==> src/rtl/instr_pkg.sv <==
// Shared sizing and state type for the instruction-memory download path.
package instr_pkg;

    localparam int N              = 24;
    localparam int ADDR_W         = 10;
    localparam int DEPTH          = 1024;
    localparam int BYTES_PER_WORD = N / 8;

    typedef enum logic [1:0] {
        IDLE = 2'd0,
        LOAD = 2'd1,
        DONE = 2'd2
    } loader_state_e;

endpackage

==> src/rtl/instr_mem_loader_byte_packer.sv <==
// Assembles accepted bytes MSB-first into one instruction word and presents
// the finished word for a single cycle; a short final word is zero-filled.
module instr_mem_loader_byte_packer #(
    parameter int N = instr_pkg::N
) (
    input  logic         clk,
    input  logic         rst_n,
    input  logic         clear,
    input  logic         accept,
    input  logic [7:0]   byte_data,
    input  logic         byte_last,
    output logic         word_done,
    output logic         pad_flag,
    output logic         word_valid,
    output logic [N-1:0] word
);
    import instr_pkg::*;

    localparam int B     = N / 8;
    localparam int IDX_W = (B > 1) ? $clog2(B) : 1;
    localparam logic [IDX_W-1:0] LAST_IDX = IDX_W'(B - 1);

    logic [IDX_W-1:0] idx_q, idx_d;
    logic [N-1:0]     asm_q, asm_d;
    logic [N-1:0]     word_q, word_d;
    logic             valid_q, valid_d;

    // The first byte of a word wipes the assembly register, so any byte slot
    // not reached before byte_last reads back as zero.
    always_comb begin
        idx_d     = idx_q;
        asm_d     = asm_q;
        word_d    = word_q;
        valid_d   = 1'b0;
        word_done = 1'b0;
        pad_flag  = 1'b0;
        if (clear) begin
            idx_d = '0;
            asm_d = '0;
        end else if (accept) begin
            if (idx_q == '0) begin
                asm_d = '0;
            end
            for (int i = 0; i < B; i++) begin
                if (idx_q == IDX_W'(i)) begin
                    asm_d[(B-1-i)*8 +: 8] = byte_data;
                end
            end
            if (idx_q == LAST_IDX || byte_last) begin
                word_done = 1'b1;
                pad_flag  = (idx_q != LAST_IDX);
                valid_d   = 1'b1;
                word_d    = asm_d;
                idx_d     = '0;
            end else begin
                idx_d = idx_q + 1'b1;
            end
        end
    end

    always_ff @(posedge clk or negedge rst_n) begin
        if (!rst_n) begin
            idx_q   <= '0;
            asm_q   <= '0;
            word_q  <= '0;
            valid_q <= 1'b0;
        end else begin
            idx_q   <= idx_d;
            asm_q   <= asm_d;
            word_q  <= word_d;
            valid_q <= valid_d;
        end
    end

    assign word_valid = valid_q;
    assign word       = word_q;

endmodule

==> src/rtl/instr_mem_loader.sv <==
// Byte-stream program download into the instruction memory write port:
// packs bytes into words and writes them at consecutive addresses from 0.
module instr_mem_loader #(
    parameter int N      = instr_pkg::N,
    parameter int ADDR_W = instr_pkg::ADDR_W,
    parameter int DEPTH  = instr_pkg::DEPTH
) (
    input  logic              clk,
    input  logic              rst_n,
    input  logic              start,
    input  logic              byte_valid,
    input  logic [7:0]        byte_data,
    input  logic              byte_last,
    output logic              byte_ready,
    output logic              wr_en,
    output logic [ADDR_W-1:0] wr_addr,
    output logic [N-1:0]      wr_data,
    output logic              busy,
    output logic              done,
    output logic              partial,
    output logic              overflow,
    output logic [ADDR_W:0]   word_count
);
    import instr_pkg::*;

    localparam logic [ADDR_W-1:0] LAST_ADDR = ADDR_W'(DEPTH - 1);

    loader_state_e     state_q, state_d;
    logic [ADDR_W-1:0] addr_q, addr_d;
    logic [ADDR_W-1:0] wr_addr_q, wr_addr_d;
    logic [ADDR_W:0]   count_q, count_d;
    logic              partial_q, partial_d;
    logic              overflow_q, overflow_d;
    logic              full_q, full_d;

    logic              accept;
    logic              packer_clear;
    logic              word_done;
    logic              pad_flag;
    logic              word_valid;
    logic [N-1:0]      word;

    assign accept       = byte_ready && byte_valid;
    assign packer_clear = start && (state_q != LOAD);

    instr_mem_loader_byte_packer #(
        .N (N)
    ) u_byte_packer (
        .clk        (clk),
        .rst_n      (rst_n),
        .clear      (packer_clear),
        .accept     (accept),
        .byte_data  (byte_data),
        .byte_last  (byte_last),
        .word_done  (word_done),
        .pad_flag   (pad_flag),
        .word_valid (word_valid),
        .word       (word)
    );

    // The address and count advance on the edge that completes a word, so
    // DONE is already visible in the cycle the final write is on the bus.
    always_comb begin
        state_d    = state_q;
        addr_d     = addr_q;
        wr_addr_d  = wr_addr_q;
        count_d    = count_q;
        partial_d  = partial_q;
        overflow_d = overflow_q;
        full_d     = full_q;
        case (state_q)
            IDLE, DONE: begin
                if (start) begin
                    state_d    = LOAD;
                    addr_d     = '0;
                    count_d    = '0;
                    partial_d  = 1'b0;
                    overflow_d = 1'b0;
                    full_d     = 1'b0;
                end else if (full_q && byte_valid) begin
                    overflow_d = 1'b1;
                end
            end
            LOAD: begin
                if (word_done) begin
                    wr_addr_d = addr_q;
                    count_d   = count_q + 1'b1;
                    partial_d = pad_flag;
                    if (byte_last || addr_q == LAST_ADDR) begin
                        state_d = DONE;
                        full_d  = !byte_last;
                    end else begin
                        addr_d = addr_q + 1'b1;
                    end
                end
            end
            default: begin
                state_d = IDLE;
            end
        endcase
    end

    always_ff @(posedge clk or negedge rst_n) begin
        if (!rst_n) begin
            state_q    <= IDLE;
            addr_q     <= '0;
            wr_addr_q  <= '0;
            count_q    <= '0;
            partial_q  <= 1'b0;
            overflow_q <= 1'b0;
            full_q     <= 1'b0;
        end else begin
            state_q    <= state_d;
            addr_q     <= addr_d;
            wr_addr_q  <= wr_addr_d;
            count_q    <= count_d;
            partial_q  <= partial_d;
            overflow_q <= overflow_d;
            full_q     <= full_d;
        end
    end

    assign byte_ready = (state_q == LOAD);
    assign busy       = (state_q == LOAD);
    assign done       = (state_q == DONE);
    assign wr_en      = word_valid;
    assign wr_addr    = wr_addr_q;
    assign wr_data    = word;
    assign partial    = partial_q;
    assign overflow   = overflow_q;
    assign word_count = count_q;

endmodule
==> config.mk <==
export PLATFORM = sky130hd
export DESIGN_NAME = instr_mem_loader
export DESIGN_NICKNAME = d
export VERILOG_FILES = /design/src/rtl/instr_pkg.sv /design/src/rtl/instr_mem_loader_byte_packer.sv /design/src/rtl/instr_mem_loader.sv
export SDC_FILE = /design/constraint.sdc
export NUM_CORES = 1
export LEC_CHECK = 0
export CORE_MARGIN = 10
export CORE_UTILIZATION = 35
export CTS_BUF_LIST = sky130_fd_sc_hd__clkbuf_8
export DETAILED_ROUTE_END_ITERATION = 10
export PLACE_DENSITY = 0.57
export SLEW_MARGIN = 25
export SYNTH_ARGS = -nofsm -noshare
export SYNTH_HDL_FRONTEND = slang
export SYNTH_SLANG_ARGS = --single-unit
==> constraint.sdc <==
create_clock -name clk -period 3.4 [get_ports clk]
set_input_delay 0.34 -clock clk [delete_from_list [all_inputs] [get_ports clk]]
set_output_delay 0.34 -clock clk [all_outputs]
set_load 0.02 [all_outputs]
## Yosys cells after proc, flatten, opt, wreduce, memory -nomap -nowiden

Cells that the tools add are included.

- Shift operators: 0
- Reduce and logical (&&, ||, !) cells: 19
- Magnitude comparators: 0
- Add/subtract/negate cells: 3
- Multiply operators: 0
- Eq/ne operators: 11
- Divide/modulo/power cells: 0
- Muxes and demuxes: 34
- Bitwise logic cells: 1

Operators with widths:

| kind | number |
|---|---|
| $mux W24 | 3 |
| $mux W10 | 3 |
| $mux W8 | 3 |
| $mux W11 | 2 |
| $pmux W11 S2 | 1 |
| $pmux W10 S2 | 1 |
| $mux W1 | 12 |
| $mux W2 | 6 |
| $add A11 B1 Y11 const B | 1 |
| $add A10 B1 Y10 const B | 1 |
| $eq A10 B10 Y1 const B | 1 |
| $reduce_and A3 Y1 | 3 |
| $reduce_and A4 Y1 | 2 |
| $ne A2 B1 Y1 const B | 3 |
| $ne A2 B2 Y1 const B | 3 |
| $reduce_bool A2 Y1 | 3 |
| $eq A2 B1 Y1 const B | 2 |
| $eq A2 B2 Y1 const B | 2 |
| $logic_not A2 Y1 | 2 |
| $pmux W1 S2 | 2 |
| $pmux W2 S2 | 1 |
| $reduce_and A2 Y1 | 2 |
| $logic_and A1 B1 Y1 | 3 |
| $add A2 B1 Y2 const B | 1 |
| 4 further kinds | 5 |

- Word-level logic and storage cells: 79
- Latch bits: 0
- RAM bits: 0
- Output and inout port bits: 51
- Input bits: 13
- Memories kept: 0
- ROM bits: 0
- Bits in registers: 87

## Longest topological paths before layout

Gate-level depths: netlist of the first run.

- Depth after elaboration: 7
- Mapped depth: 7
- Gate-level depth less buffers: 6

## Modules after synthesis

From an unflattened synthesis of the first run, not the netlist that was laid out.

- Cell total of the unflattened synthesis: 384
- Area total of the unflattened synthesis: 4066.4 um^2

By module, submodules not included:

| module | area each (um^2) | cells an instance | times used | seq. area each (um^2) |
|---|---|---|---|---|
| instr_mem_loader_byte_packer | 2309.7 | 194 | 1 | 1276.2 |
| instr_mem_loader | 1756.7 | 190 | 1 | 900.9 |

## Worst setup path before layout of the first run

OpenSTA, ideal clock, no wires.

- Path type: register to register
- Start point: reg addr_q[0]
- End point: reg addr_q[8]
- Path slack: 1.635 ns
- Required time: 3.278 ns
- Library setup time: 0.122 ns
- Path buffers: 1
- Clock period less this slack: 1.765 ns
- Stages on the path, launching flop included: 7
- Arrival: 1.644 ns
- Path through: dfrtp_1 > ha_1 > nand3_1 > nor4_2 > buf_2 > nor2_1 > a32o_1

- Word-level cells in the longest chain between the ends: 4
- Elaborated cells between the ends (all ways): 8
- Those cells by class: add/sub: 1; eq/ne: 2; mux: 3; reduce/logical: 2

Ends and longest elaborated chain:

| item | line | source |
|---|---|---|
| start, declared | instr_mem_loader.sv:29 | `logic [ADDR_W-1:0] addr_q, addr_d;` |
| start signal, assigned | instr_mem_loader.sv:114 | `addr_q <= addr_d;` |
| $add A10 B1 Y10 / $eq A10 B10 Y1 (equally long branches) | instr_mem_loader.sv:93, instr_mem_loader.sv:89 |  |
| $mux W10 / $logic_or A1 B1 Y1 (equally long branches) | instr_mem_loader.sv:89 | `if (byte_last \|\| addr_q == LAST_ADDR) begin` |
| $mux W10 / $ne A2 B2 Y1 (equally long branches) | - |  |
| $pmux W10 S2 / $reduce_and A4 Y1 (equally long branches) | - |  |

Parallel ways exist; a longest one is shown, timed or not. The select of a mux whose other input is x is not followed.
A chain may end at the register's enable or synchronous reset.

## Worst setup path after layout of the first run

- Start point: reg u_byte_packer.idx_q[0]
- End point: reg u_byte_packer.asm_q[8]

- Word-level cells in the longest chain between the ends: 5
- Elaborated cells between the ends (all ways): 6
- Those cells by class: eq/ne: 1; mux: 4; reduce/logical: 1

Ends and longest elaborated chain:

| item | line | source |
|---|---|---|
| start, declared | instr_mem_loader_byte_packer.sv:23 | `logic [IDX_W-1:0] idx_q, idx_d;` |
| start signal, assigned | instr_mem_loader_byte_packer.sv:68 | `idx_q <= idx_d;` |
| $logic_not A2 Y1 | instr_mem_loader_byte_packer.sv:41 | `if (idx_q == '0) begin` |
| $mux W24 | instr_mem_loader_byte_packer.sv:41 |  |
| $mux W8 * | instr_mem_loader_byte_packer.sv:45 | `if (idx_q == IDX_W'(i)) begin` |
| $mux W24 * | instr_mem_loader_byte_packer.sv:40 | `end else if (accept) begin` |
| $mux W24 * | instr_mem_loader_byte_packer.sv:37 | `if (clear) begin` |
| end signal, assigned | instr_mem_loader_byte_packer.sv:69 | `asm_q <= asm_d;` |
| end, declared | instr_mem_loader_byte_packer.sv:24 | `logic [N-1:0] asm_q, asm_d;` |

Mark *: on every way between the ends. The rest lies on a longest branch, timed or not. The select of a mux whose other input is x is not followed.

==> results of run 1 <==
## kinds of logic after synthesis
family,after synthesis
buffers and inverters,30
DFF,87
AOI/OAI and AO/OA,96
xor gates and xnor gates,3
muxes,11
and+or+nand+nor,144
adders and majority gates,5
## worst register-to-register path, stage by stage, from the launching register on
cell     delay, ns
dfrtp_1       0.41
inv_1         0.09
ha_1          0.59
nor2_1        0.33
o21a_1        0.36
a22o_1        0.26
## power by group through the flow
stage               Combinational [mW]  Sequential (mW)  Clock [mW]
CTS                               1.68             1.53       0.753
global route                      1.82             1.57       0.803
global placement                  1.66             1.54           0
detailed placement                1.68             1.55           0
floorplan                        0.749             1.75           0
finish                            1.66             1.52       0.721
## per-layer routing
layer	up-vias	GRT usage	routed length, µm	part of all wire
li1	1471	-	-	-
met3	4	0.04605	627	0.064
met5	-	0	0	0
met1	1472	0.1695	4591	0.47
met2	92	0.1938	4565	0.47
met4	0	0.02033	31	0.0032
## worst paths after layout
check,start,end,slack [ns],cells past startpoint
worst min-delay path,rst_n,u_byte_packer.word[20],0.04,1
worst max-delay path,u_byte_packer.idx_q[0],u_byte_packer.asm_q[8],1.25,5
worst max register to register,u_byte_packer.idx_q[0],u_byte_packer.asm_q[8],1.25,5
worst min register to register,wr_addr[2],wr_addr[2],0.48,2
max in group asynchronous,rst_n,wr_addr[0],2.84,1
min in group clk,wr_addr[2],wr_addr[2],0.48,2
## layout make-up
cell class / instances / share of cell area
multi-input combinational: 259 / 0.3260
timing repair buffer: 70 / 0.1413
tap: 140 / 0.03617
inverter: 8 / 0.006200
sequential: 87 / 0.4495
clock buffer: 9 / 0.02557
clock inverter: 7 / 0.01524
## cell usage in the layout (no fill, tap or decap), drive strengths merged, types with 4 or more instances in the layout
master / n
a221oi: 14
dfrtp: 87
mux2i: 11
a31oi: 5
clkdlybuf4s50: 62
nor2: 44
o31ai: 10
o21ai: 23
clkbuf: 9
ha: 5
nand3: 10
nand2b: 4
nand2: 59
buf: 8
a22o: 24
a21oi: 8
inv: 9
a32o: 4
nor4: 5
## registers in the layout, summed over array words and instances (netlist names)
signal and count:
addr_q 10, full_q 1, overflow 1, partial 1
state_q 2, u_byte_packer.asm_q 24, u_byte_packer.idx_q 2, u_byte_packer.word 24
u_byte_packer.word_valid 1, word_count 11, wr_addr 10
## metrics by stage
step                setup WS, ns  hold slack, ns  power [mW]  instance area, µm²    util
floorplan                  1.635         0.04441       2.501                3874       -
global placement           1.078          0.4628       3.195                4642  0.4282
detailed placement        0.9322          0.4619       3.225                4646  0.4286
CTS                        1.248         0.06449       3.963                4843  0.4468
global route               1.101         0.07885       4.189                4843  0.4468
finish                     1.252         0.04279       3.899                4843  0.4468
==> results by group, run 1 <==
Timing
  – Least-Margin Pin Slew: 0.7769 ns
  – Setup Skew: 0.005350 ns
  – Hold Vio Cnt, Final: 0
  – Sum Neg Setup Slack: 0 ns
  – Max_slew headroom: 0.4821
  – Period utilisation layout: 0.6319
  – RSZ-0062 raised after global routing: no
  – Final min period: 2.148 ns
  – Final Max Tran Viols: 0
  – Maximum clock rate: 465.4 MHz
  – Setup Viol. Count Final: 0

Worst setup path
  – Critical path launch point type: flop
  – Crit path max-delay cell type: ha_1
  – CP Buf/Inv Count: 1
  – CP endpoint kind: flop
  – CP arrival: 2.39 ns
  – Crit-path leading delay family: compound AO/OA/AOI/OAI gates
  – CP required: 3.64 ns
  – Worst path cell trace: inv_1 > ha_1 > nor2_1 > o21a_1 > a22o_1
  – Crit path max fanout: 13
  – CP peak stage delay: 0.59 ns
  – Type of the worst setup path: flop to flop

Routing
  – Antenna Nets Post-Route: 0
  – Drt pass-1 iters: 4
  – Vias per inst: 5.240
  – DRC viols: 0
  – Routed len/inst: 16.92 µm
  – Vias: 3,039
  – Drt initial violations: 248
  – Final WL: 9815 µm

Floorplanning
  – Total core area: 10,840 µm²
  – # IOs: 64
  – Die width: 125.2 µm
  – Area of the die: 15,680 µm²
  – Initial Util: 0.3573
  – Rows: 38
  – Die Ht: 125.2 µm

Clock tree
  – Hold_buf cts: 0
  – Inserted Clock Buffers: 9
  – CTS resizes: 0
  – Setup Fix Bufs, Post-CTS: 0
  – Worst-skew pair later-pin latency: 0.35 ns
  – H-tree depth: 3
  – CTS tree: done
  – Worst-path clk slew: 0.09 ns
  – Clock buffer depth: 2
  – Clk sinks: 87
  – Root Driver: clkbuf_8

Power and ir drop
  – Max rail drop VDD: 0.0003080 V
  – Part of the power in combinational logic: 0.425
  – Clock share of power: 0.185
  – Sw Share: 0.3899
  – Int Pwr: 2.379 mW
  – Pleak: 2.167 nW
  – Sw Pwr: 1.520 mW
  – Power Density: 805.1 nW/µm²
  – Flop pwr share: 0.390

Flow run
  – Max-Cap Viols: 0

Placement
  – DP HPWL: 6723 µm
  – IO buf count: 63
  – Inst Count DP: 564
  – Gpl congestion: 0.7737

Synthesis
  – Ys flop type: dfrtp_1
  – Post-synth EDFFs: 0
  – Synth area leader: dfrtp_1
  – Post-synthesis sequential area ratio: 0.5620
  – Cell Area, Synth: 3874 µm²
  – Post-synthesis xor/xnor area fraction: 0.006783
  – Synth Area in Compound Gates: 0.1860
  – Top-area cell type share of the netlist area: 0.5620
  – Net Count, Synth: 394
  – Area contributors post-synth: dfrtp_1, nand2_1, a22o_1
  – Synth Warn #: 0
  – Synth cell count leaders: dfrtp_1, nand2_1, nor2_1, a22o_1, o21ai_0
  – Largest family of logic cells by synthesized area: compound AO/OA/AOI/OAI gates
  – FFs w/ async S/R, synth: 1.000
  – Adder-Cell Fraction of Synth Area: 0.01615
  – Post-synthesis mux area share: 0.02842
  – Synth Instances: 376
  – Post-Syn Area per Cell: 10.30 µm²
  – Yosys reg bits: 87
  – Count leader, synth: dfrtp_1
  – Unique cell type count in the Yosys netlist: 44
  – Simple-Gate Fraction of Synth Area: 0.1673

Cells and area
  – Final Non-Filler Cells: 580
  – Synth-to-layout area growth: 25.03%
  – Register Area: 2177 µm²
  – Proportion of layout cells with a drive suffix above 1: 0.06818
  – Antenna Diode Count: 0
  – Layout Nets: 453
  – Layout fillers: 1,063
  – Multi-input logic area: 1579 µm²

GRT
  – Pin count of the biggest net entering global routing: 88
  – Total track usage: 0.1263
  – Vias in the first global route: 3,022
  – Initial antenna violation count: 0
  – Gr ovfl total: 0
  – First-pass GRT wire length: 16,480 µm

Min path
  – Min-Delay Path Class: primary input to async pin

Status
  – Status: completed
No activity file was read; power rests on OpenSTA's default activity.
==> inputs of run 2 (changes only) <==
PLACE_DENSITY = 0.59   (was 0.57)
clock period = 1.9 ns   (was 3.4 ns; I/O delays follow)
==> run 2 against run 1 <==
Against the previous run: clock skew grew 0.0031 ns; combinational power rose by 91%; via count increased by 4.3%; hold slack better by 0.27 ns; global-route usage rose by 0.36 points; critical path depth unchanged; fmax grew 21%; die area is the same; sequential cell count unchanged; cell area is 5.6% higher; worst setup slack got worse by 1.1 ns; critical endpoint is now addr_q[8]; largest power group unchanged.
==> results by group, run 2 (synthesis gave the netlist of run 1 again) <==
Status
  – Status: completed

Cells and area
  – Layout Nets: 477
  – Synth-to-layout area growth: 32.04%
  – Most frequent cells in the layout: dfrtp_1, nand2_1, clkdlybuf4s50_1
  – Final Non-Filler Cells: 604
  – Antenna Diode Count: 0
  – Commonest non-fill, non-tap cell in the layout: dfrtp_1
  – Final Util: 0.4718
  – Proportion of layout cells with a drive suffix above 1: 0.1336

GRT
  – Initial antenna violation count: 0
  – Gr ovfl total: 0
  – Vias in the first global route: 3,237
  – First-pass GRT wire length: 17,090 µm
  – Total track usage: 0.1299
  – Pin count of the biggest net entering global routing: 37

Power and ir drop
  – Max rail drop VDD: 0.0005560 V
  – Sw Pwr: 2.784 mW
  – Flop pwr share: 0.375
  – Power Density: 1428 nW/µm²
  – Part of the power in combinational logic: 0.434
  – Int Pwr: 4.522 mW
  – Pwr Total: 7.306 mW
  – Clock share of power: 0.191
  – Sw Share: 0.3810
  – Pleak: 2.338 nW

Worst setup path
  – Critical path launch point type: flop
  – Crit-path leading delay family: simple AND/OR/NAND/NOR gates
  – CP peak stage delay: 0.42 ns
  – CP required: 2.15 ns
  – Crit path max fanout: 4
  – Worst path cell trace: ha_2 > nand3_2 > or3_1 > a211o_1 > a32o_1
  – Crit path max-delay cell type: or3_1
  – Type of the worst setup path: flop to flop
  – CP Buf/Inv Count: 0
  – CP arrival: 2.02 ns
  – CP endpoint kind: flop

Floorplanning
  – Die width: 125.2 µm
  – # IOs: 64
  – Area of the die: 15,680 µm²
  – Die Ht: 125.2 µm
  – Total core area: 10,840 µm²
  – Rows: 38
  – Initial Util: 0.3573

Placement
  – IO buf count: 63
  – DP HPWL: 7159 µm
  – Gpl congestion: 0.8003
  – Inst Count DP: 585

Timing
  – RSZ-0062 raised after global routing: no
  – Hold Vio Cnt, Final: 0
  – Maximum clock rate: 564.7 MHz
  – Setup Viol. Count Final: 0
  – Least-Margin Pin Slew: 0.4549 ns
  – Period utilisation layout: 0.9320
  – Final Max Tran Viols: 0
  – Final min period: 1.771 ns
  – Max_slew headroom: 0.6939
  – Setup Skew: 0.008450 ns

Clock tree
  – Inserted Clock Buffers: 9
  – Root Driver: clkbuf_8
  – Clock buffer depth: 2
  – CTS tree: done
  – Clk sinks: 87
  – H-tree depth: 3
  – Worst-path clk slew: 0.09 ns
  – Worst-skew pair later-pin latency: 0.36 ns

Routing
  – Vias per inst: 5.250
  – DRC viols: 0
  – Routed len/inst: 16.84 µm
  – Antenna Nets Post-Route: 0
  – Final WL: 10,170 µm
  – Drt initial violations: 189
  – Vias: 3,171
  – Drt pass-1 iters: 4

Min path
  – Min-Delay Path Class: primary input to async pin

Flow run
  – Max-Cap Viols: 0
[run 2: per-layer routing]
| metal | GRT usage | vias up | share of wire |
|---|---|---|---|
| met5 | 0 | - | 0 |
| met4 | 0.04336 | 0 | 0.015 |
| met1 | 0.1701 | 1576 | 0.47 |
| met2 | 0.2015 | 71 | 0.46 |
| li1 | - | 1513 | - |
| met3 | 0.03718 | 11 | 0.056 |
[run 2: final cells by class]
class                      count  area (µm²)
fill                        1059        5725
sequential                    87        2177
multi-input combinational    260        1635
timing repair buffer          93       880.8
tap                          140       175.2
clock buffer                  12       165.2
clock inverter                 4       51.30
inverter                       8       30.03
[run 2: worst register-to-register path, cell delays in order, from the launching register on]
cell and delay (ns):
dfrtp_1 0.39, ha_2 0.22, nand3_2 0.14, or3_1 0.42
a211o_1 0.30, a32o_1 0.20
[run 2: power groups by stage]
stage                     sequential (mW)  clock [mW]  combinational, mW
after floorplan                      3.14           0               1.34
after global placement               2.76           0               3.11
after detailed placement             2.78           0               3.16
after CTS                            2.74        1.42               3.15
after global routing                 2.82        1.52               3.50
final                                2.74        1.40               3.17
[run 2: worst paths after layout]
check                           cells past startpoint                      to  slack [ns]                   start
worst min-delay path                                2  u_byte_packer.word[20]        0.31                   rst_n
worst max-delay path                                5               addr_q[8]        0.13               addr_q[1]
min in group clk                                    2  u_byte_packer.word[14]        0.48  u_byte_packer.word[14]
worst max register to register                      5               addr_q[8]        0.13               addr_q[1]
max in group asynchronous                           3  u_byte_packer.word[13]        0.97                   rst_n
worst min register to register                      2  u_byte_packer.word[14]        0.48  u_byte_packer.word[14]
[run 2: through the flow]
step | setup TNS (ns) | hold WS, ns | setup slack (ns) | cell area, µm²
2_1_floorplan | 0 | -0.1056 | 0.1346 | 3874
4_1_cts | 0 | 0.3300 | 0.006144 | 5057
6_report | 0 | 0.3104 | 0.1292 | 5115
5_1_grt | 0 | 0.3450 | 0.02597 | 5115
3_5_place_dp | -0.03271 | 0.1703 | -0.03271 | 4825
3_3_place_gp | -0.02011 | 0.1627 | -0.02011 | 4825
[run 2: timing repair]
item / 4_1_cts / 5_1_grt
resized for setup: 4 / 9
buffers inserted: 0 / 1
pin swaps: 0 / 2
hold endpoints to repair: 31 / 0
cloned: 0 / 1
hold buffers: 1 / 0
setup endpoints to repair: 3 / 62
==> inputs of run 3 (changes only) <==
CORE_UTILIZATION = 50   (was 35)
PLACE_DENSITY = 0.8   (was 0.59)
==> run 3 against run 2 <==
Against the previous run: utilization is 18 points higher; cell area is 2.1% lower; fmax is 2.7% lower; final cell count is 6.3% lower; combinational power hardly changed; clock-buffer cell count is 3 lower; first-iteration DRC count is 15% lower; clock skew is 0.0042 ns higher; via count is 1.5% higher; worst setup slack worse by 0.049 ns; hold slack better by 0.027 ns; critical path type unchanged.
==> results by group, run 3 (synthesis gave the netlist of run 1 again) <==
Timing
  – Setup Skew: 0.01266 ns
  – Period utilisation layout: 0.9579
  – Final min period: 1.820 ns
  – Max_slew headroom: 0.6625
  – Hold Vio Cnt, Final: 0
  – Maximum clock rate: 549.4 MHz
  – Final Max Tran Viols: 0
  – Final worst slack: 0.07995 ns
  – Hold slack final: 0.3369 ns
  – Least-Margin Pin Slew: 0.5063 ns
  – RSZ-0062 raised after global routing: no
  – Setup Viol. Count Final: 0

Status
  – Status: completed

Cells and area
  – Commonest non-fill, non-tap cell in the layout: dfrtp_1
  – Design Area, Final: 5010 µm²
  – Proportion of layout cells with a drive suffix above 1: 0.1250
  – Register Area: 2177 µm²
  – Layout Nets: 477
  – Synth-to-layout area growth: 29.33%
  – Antenna Diode Count: 0
  – Most frequent cells in the layout: dfrtp_1, clkdlybuf4s50_1, nand2_1
  – Multi-input logic area: 1613 µm²
  – Final Non-Filler Cells: 566
  – Layout fillers: 618

GRT
  – Gr ovfl total: 0
  – Vias in the first global route: 3,308
  – Total track usage: 0.1675
  – First-pass GRT wire length: 16,100 µm
  – Initial antenna violation count: 0
  – Pin count of the biggest net entering global routing: 39

Placement
  – IO buf count: 63
  – Placed inst area: 4785 µm²
  – Gpl congestion: 0.8020
  – Inst Count DP: 549
  – Setup WS pre-CTS: -0.03397 ns
  – DP HPWL: 6927 µm

Floorplanning
  – Rows: 32
  – # IOs: 64
  – Die Ht: 108.0 µm
  – Total core area: 7647 µm²
  – Die width: 108.0 µm
  – Initial Util: 0.5065
  – Area of the die: 11,670 µm²

Power and ir drop
  – Power Density: 1403 nW/µm²
  – Pleak: 2.298 nW
  – Max rail drop VDD: 0.0006356 V

Clock tree
  – Clk sinks: 87
  – CTS tree: done
  – H-tree depth: 3
  – Inserted Clock Buffers: 9
  – Root Driver: clkbuf_8
  – Worst-path clk slew: 0.09 ns
  – Worst-skew pair later-pin latency: 0.36 ns
  – Clock buffer depth: 2

Worst setup path
  – RR Startpoint: addr_q[1]
  – R2R setup slack: 0.08 ns
  – Critical Path Start: addr_q[1]
  – Type of the worst setup path: flop to flop
  – CP arrival: 2.07 ns
  – Crit path max fanout: 4
  – CP endpoint kind: flop
  – CP required: 2.15 ns
  – Critical path launch point type: flop

Routing
  – Drt initial violations: 160
  – Final WL: 9662 µm
  – Antenna Nets Post-Route: 0
  – DRC viols: 0
  – Routed len/inst: 17.07 µm
  – Vias per inst: 5.684
  – Drt pass-1 iters: 4
  – Vias: 3,217

Min path
  – Min-Delay Path Class: primary input to async pin

Flow run
  – Max-Cap Viols: 0
run 3: changes by cell type in the layout (fill, tap and decap cells not counted), sizes merged:
cell | before | now
clkbuf | 12 | 9
clkinvlp | 1 | 3
buf | 30 | 31
bufinv | 1 | 0
clkdlybuf4s50 | 59 | 60
clkinv | 2 | 3
dlymetal6s2s | 1 | 0
inv | 8 | 9
o21ai | 24 | 23
run 3: cell type report:
class / count / share of cell area
sequential: 87 / 0.4346
inverter: 8 / 0.005994
tap: 102 / 0.02547
clock buffer: 9 / 0.02473
timing repair buffer: 94 / 0.1776
clock inverter: 7 / 0.009740
multi-input combinational: 259 / 0.3219
run 3: per-layer routing:
layer | vias up | track usage | share of wire
li1 | 1521 | - | -
met1 | 1577 | 0.2160 | 0.43
met2 | 107 | 0.2711 | 0.49
met3 | 12 | 0.03926 | 0.070
met4 | 0 | 0.05630 | 0.012
met5 | - | 0 | 0
run 3: path summary, 6_finish.rpt:
check / endpoint / depth (start not counted)
worst max-delay path: addr_q[8] / 5
worst min-delay path: u_byte_packer.word[22] / 2
worst max register to register: addr_q[8] / 5
worst min register to register: wr_addr[0] / 2
max in group asynchronous: u_byte_packer.asm_q[6] / 3
min in group clk: wr_addr[0] / 2
run 3: per-stage QoR:
step	power (mW)	util	TNS (ns)
5_1_grt	7.486	0.6551	0
4_1_cts	7.034	0.6505	0
3_3_place_gp	5.802	0.6257	0
6_report	7.028	0.6551	0
3_5_place_dp	5.893	0.6257	-0.04890
2_1_floorplan	4.476	-	0
run 3: power by group:
part	total (mW)	switching [mW]	internal, mW
registers	2.73	0.347	2.39
clock network	1.15	0.677	0.474
logic	3.14	1.74	1.40
run 3: what timing repair did:
| item | in CTS | in global routing |
|---|---|---|
| hold endpoints to repair | 36 | 0 |
| hold buffers | 1 | 0 |
| endpoints found under the setup margin | 10 | 30 |
| gates resized for setup | 4 | 7 |
| setup buffers | 0 | 0 |
run 3: critical path: stages, from the launching register on:
cell	delay (ns)
dfrtp_1	0.39
ha_1	0.22
nand3_1	0.14
or3_1	0.45
a211o_1	0.30
a32o_1	0.20
